[config.mk]
export PLATFORM = sky130hd
export DESIGN_NAME = mac_read_ctrl
export DESIGN_NICKNAME = d
export VERILOG_FILES = /design/src/rtl/mac_read_ctrl.sv
export SDC_FILE = /design/constraint.sdc
export NUM_CORES = 1
export LEC_CHECK = 0
export ABC_AREA = 1
export CELL_PAD_IN_SITES_DETAIL_PLACEMENT = 1
export CELL_PAD_IN_SITES_GLOBAL_PLACEMENT = 1
export CORE_MARGIN = 1
export CORE_UTILIZATION = 46
export CTS_BUF_LIST = sky130_fd_sc_hd__clkbuf_16
export CTS_CLUSTER_SIZE = 28
export DETAILED_ROUTE_END_ITERATION = 10
export GPL_TIMING_DRIVEN = 0
export PLACE_DENSITY = 0.87
export SYNTH_ARGS = -nofsm -noshare
export SYNTH_HDL_FRONTEND = slang
export SYNTH_SLANG_ARGS = --single-unit
[constraint.sdc]
create_clock -name clk -period 5.1 [get_ports clk]
set_input_delay 1.02 -clock clk [delete_from_list [all_inputs] [get_ports clk]]
set_output_delay 1.02 -clock clk [all_outputs]
set_load 0.01 [all_outputs]
[src/rtl/mac_read_ctrl.sv]
// Read-side controller for the MAC engine: walks the X/M memories, computes the
// valid convolution y[i] = sum x[i+j]*m[j], and streams saturated results out.
module mac_read_ctrl #(
    parameter int XLEN = 8,
    parameter int MLEN = 3,
    parameter int DW   = 8,
    parameter int OW   = 16
) (
    input  logic                       clk,
    input  logic                       reset,
    input  logic                       start,
    input  logic [DW-1:0]              x_rdata,
    input  logic [DW-1:0]              m_rdata,
    input  logic                       m_ready,
    output logic [$clog2(XLEN):0]      addr_X,
    output logic [$clog2(MLEN)-1:0]    addr_M,
    output logic                       m_valid,
    output logic [OW-1:0]              data_out,
    output logic                       busy,
    output logic                       done
);
    localparam int XAW  = $clog2(XLEN) + 1;
    localparam int MAW  = $clog2(MLEN);
    localparam int NOUT = XLEN - MLEN + 1;
    localparam int PW   = 2 * DW;
    localparam int AW   = PW + 2;

    typedef enum logic [1:0] {IDLE, ISSUE, DRAIN, OUTPUT} state_t;

    state_t               state_q, state_d;
    logic [XAW-1:0]       i_q, i_d;
    logic [MAW-1:0]       k_q, k_d;
    logic signed [AW-1:0] acc_q, acc_d, acc_sum;
    logic signed [PW-1:0] prod;
    logic                 rd_vld_q, rd_vld_d;
    logic [XAW-1:0]       ax_q, ax_d;
    logic [MAW-1:0]       am_q, am_d;
    logic                 mv_q, mv_d;
    logic [OW-1:0]        dout_q, dout_d;
    logic                 done_q, done_d;

    // Clamp the wide accumulator into the signed output range.
    function automatic logic [OW-1:0] sat(input logic signed [AW-1:0] a);
        if (!a[AW-1] && (|a[AW-2:OW-1]))
            sat = {1'b0, {(OW-1){1'b1}}};
        else if (a[AW-1] && !(&a[AW-2:OW-1]))
            sat = {1'b1, {(OW-1){1'b0}}};
        else
            sat = a[OW-1:0];
    endfunction

    always_comb begin
        state_d  = state_q;
        i_d      = i_q;
        k_d      = k_q;
        acc_d    = acc_q;
        ax_d     = ax_q;
        am_d     = am_q;
        mv_d     = mv_q;
        dout_d   = dout_q;
        done_d   = 1'b0;
        rd_vld_d = (state_q == ISSUE);

        // Read data lags the address by one cycle, so the valid flag does too.
        prod    = $signed(x_rdata) * $signed(m_rdata);
        acc_sum = acc_q + $signed({{(AW-PW){prod[PW-1]}}, prod});
        if (rd_vld_q)
            acc_d = acc_sum;

        unique case (state_q)
            IDLE: begin
                if (start) begin
                    i_d     = '0;
                    k_d     = '0;
                    acc_d   = '0;
                    ax_d    = '0;
                    am_d    = '0;
                    state_d = ISSUE;
                end
            end
            ISSUE: begin
                if (k_q == MAW'(MLEN - 1)) begin
                    state_d = DRAIN;
                end else begin
                    k_d  = k_q + MAW'(1);
                    ax_d = i_q + XAW'(k_q) + XAW'(1);
                    am_d = k_q + MAW'(1);
                end
            end
            DRAIN: begin
                mv_d    = 1'b1;
                dout_d  = sat(acc_d);
                state_d = OUTPUT;
            end
            OUTPUT: begin
                if (mv_q && m_ready) begin
                    mv_d = 1'b0;
                    if (i_q == XAW'(NOUT - 1)) begin
                        done_d  = 1'b1;
                        state_d = IDLE;
                    end else begin
                        i_d     = i_q + XAW'(1);
                        k_d     = '0;
                        acc_d   = '0;
                        ax_d    = i_q + XAW'(1);
                        am_d    = '0;
                        state_d = ISSUE;
                    end
                end
            end
            default: state_d = IDLE;
        endcase
    end

    always_ff @(posedge clk or posedge reset) begin
        if (reset) begin
            state_q  <= IDLE;
            i_q      <= '0;
            k_q      <= '0;
            acc_q    <= '0;
            rd_vld_q <= 1'b0;
            ax_q     <= '0;
            am_q     <= '0;
            mv_q     <= 1'b0;
            dout_q   <= '0;
            done_q   <= 1'b0;
        end else begin
            state_q  <= state_d;
            i_q      <= i_d;
            k_q      <= k_d;
            acc_q    <= acc_d;
            rd_vld_q <= rd_vld_d;
            ax_q     <= ax_d;
            am_q     <= am_d;
            mv_q     <= mv_d;
            dout_q   <= dout_d;
            done_q   <= done_d;
        end
    end

    assign addr_X   = ax_q;
    assign addr_M   = am_q;
    assign m_valid  = mv_q;
    assign data_out = dout_q;
    assign busy     = (state_q != IDLE);
    assign done     = done_q;

endmodule

==> run_results.csv <==
group,metric,value,unit
synth,yosys_warnings,0,
placed_design,place_ws,-1040,ps
grt,grt-ovfl-total,0,
timing,worst_slew_pin_slew,589,ps
synth,synth_ff_type,"dfrtp_1",
job,timing.max_cap.violations,0,
timing,clock_skew,7.48,ps
synth,ys_top_cells_by_count,"inv_1 (179), nand2_1 (178), fa_1 (81)",
floorplan,initial_core_util,47.3,%
layout,nFillCells,1474,
critical_path,critPathMaxFanout,7,
timing,fmax,0.181,GHz
critical_path,crit_type,"in2reg",
floorplan,core-area,12600,µm²
cts,htree_levels,2,
timing,maxSlewViolCount,0,
floorplan,die_area,13400,µm²
synth,synthArstFlopShare,100,%
floorplan,die_w,116,µm
synth,syn_area,5970,µm²
placed_design,place_hpwl,13.0,mm
critical_path,ff2ff_setup_slack,250,ps
synth,synth_most_common_cell,"inv_1",
cts,cts_hold_buf,0,
drt,avgViaCountPerCell,5.42,
cts,cts_tree,"done",
layout,antenna_cells,0,
timing,rsz0062_at_grt,"true",
run_status,status,"finished with violations",
synth,synth_edf_count,0,
critical_path,r2r-start,"acc_q[6]$_DFF_PP0_",
critical_path,crit_start,"x_rdata[7]",
synth,postSynthAreaPerCell,8.06,µm²
placed_design,dp.cells,943,
critical_path,cp.arrival,5710,ps
cts,root_buffer,"clkbuf_16",
timing,max_slew_margin,60.8,%
layout,area_delta_synth_final,26.7,%
critical_path,required,5280,ps
timing,setup_viol_count_final,22,
floorplan,io_pins,45,
synth,ys_types,37,
grt,track_usage,27.6,%
drt,drc,0,
synth,synthTopCellsByArea,"fa_1 (27%), dfrtp_1 (21%), inv_1 (11%)",
grt,antenna_found_initial,0,
synth,ys_seq_area_share,20.5,%
min_path,min-delay-start,"addr_X[2]$_DFFE_PP0P_",
layout,final_layout_size_suffix_gt1_share,22.0,%
layout,design_area,7570,µm²
synth,synth_nets,893,
timing,fin_crit_sh,108,%
cts,cts_buffer_depth,2,
drt,wire_per_inst,21.2,µm
drt,vias,5294,
synth,yosysTopAreaCell,"fa_1",
placed_design,gp_congestion,0.837,
layout,nNetsFinal,956,
grt,grt_pass1_wl,28.4,mm
critical_path,worst_setup_path_start_kind,"input port",
synth,netlist_instances,741,
critical_path,cp-end-kind,"flop",
timing,hold_violations,0,
cts,cts_buffers,5,
timing,setup_slack,-433,ps
floorplan,die_h,116,µm
synth,ys_seq_elements,49,
cts,worstSkewPairLatency,290,ps
drt,drt_iter0_drc,258,
cts,clkTransAtPathRegs,70,ps
grt,grt_pass1_vias,5839,
drt,routed_wl,20.7,mm
placed_design,place_area,6770,µm²
placed_design,port_buffers,29,
drt,detail-route-antenna-nets,0,
grt,grt_max_degree,31,
drt,drt_first_pass_iters,4,
timing,timing.hold.ws,511,ps
layout,final_cells,977,
floorplan,num_rows,41,
timing,finalCriticalPeriod,5530,ps
synth,yosys.area.top_type_share,27.1,%
cts,cts_sinks,49,
min_path,hp-class,"reg2reg",
run_status,violations,"negative setup slack",
## layout by cell type (no fill, tap or decap), types with 12 or more instances in the layout
cell type        instances
a21oi_1                 14
a21oi_2                 16
buf_4                   18
clkdlybuf4s50_1         28
dfrtp_1                 49
fa_1                    74
ha_1                    30
ha_4                    21
inv_1                  166
inv_2                   12
nand2_1                151
nand2_2                 27
nand3_1                 16
nor2_1                  37
o21ai_0                 29
## cells by family after synthesis
family          synth area share (%)
simple gates                    19.6
buf+inv                         13.5
fa+ha+maj                       37.8
compound gates                  7.25
flops                           20.5
xor+xnor                        1.32
## layout make-up
| type | count | area (µm²) | share of cell area, % |
|---|---|---|---|
| clock buffer | 5 | 125 | 1.65 |
| clock inverter | 3 | 37.5 | 0.496 |
| multi-input combinational | 485 | 4440 | 58.6 |
| inverter | 183 | 704 | 9.30 |
| timing repair buffer | 56 | 581 | 7.67 |
| buffer | 24 | 244 | 3.22 |
| sequential | 49 | 1230 | 16.2 |
| tap | 172 | 215 | 2.84 |
## timing repair
action,CTS,global route
cloned,1,1
endpoints found under the setup margin,27,26
pin swaps,28,18
resized for setup,67,47
setup buffers,16,8
## critical path: stages
cell        delay, ps
clkbuf_16         150
nand2_8            80
clkinvlp_4        180
buf_4             190
fa_1              550
fa_1              510
fa_1              600
fa_1              460
ha_4              250
ha_4              320
nand2_1           150
nand2_2           120
inv_1              60
nand2_1           110
nand2_1           100
nand3_1           110
nand2_1            70
nand3_1            70
nand2_1            60
nand2_2            90
nand3_4           130
buf_6             190
nand2_2            60
a21oi_2            60
## path summary, 6_finish.rpt
path	to	cells after the start
hold / removal	addr_X[2]$_DFFE_PP0P_	1
setup reg to reg	data_out[5]$_DFFE_PP0P_	24
max in group asynchronous	i_q[1]$_DFFE_PP0P_	3
hold reg to reg	addr_X[2]$_DFFE_PP0P_	1
min in group asynchronous	acc_q[3]$_DFF_PP0_	2
setup / recovery	data_out[4]$_DFFE_PP0P_	24
## state kept, by name (all words and copies together) (netlist names)
signal	flops
rd_vld_q	1
acc_q	18
data_out	16
i_q	4
m_valid	1
addr_X	4
done	1
addr_M	2
state_q	2
## routing by layer
metal	wire length (µm)	part of all wire, %	vias to the layer above	track usage, %
met2	11000	53	194	52.6
met4	1350	6.5	0	11.5
li1	-	-	2327	-
met3	691	3.3	101	3.03
met1	7610	37	2672	31.0
met5	0	0	-	0
## metrics by stage
stage          setup TNS [ps]  utilization, %
5_1_grt                -11110            60.0
4_1_cts                 -1470            58.0
3_5_place_dp           -22550            53.7
2_1_floorplan           -2520               -
3_3_place_gp           -20590            53.5
6_report                -7130            60.0
Power is left out: the tool's default activity adds up to more than one toggle a clock period on the data nets, which glitch-free logic cannot reach.
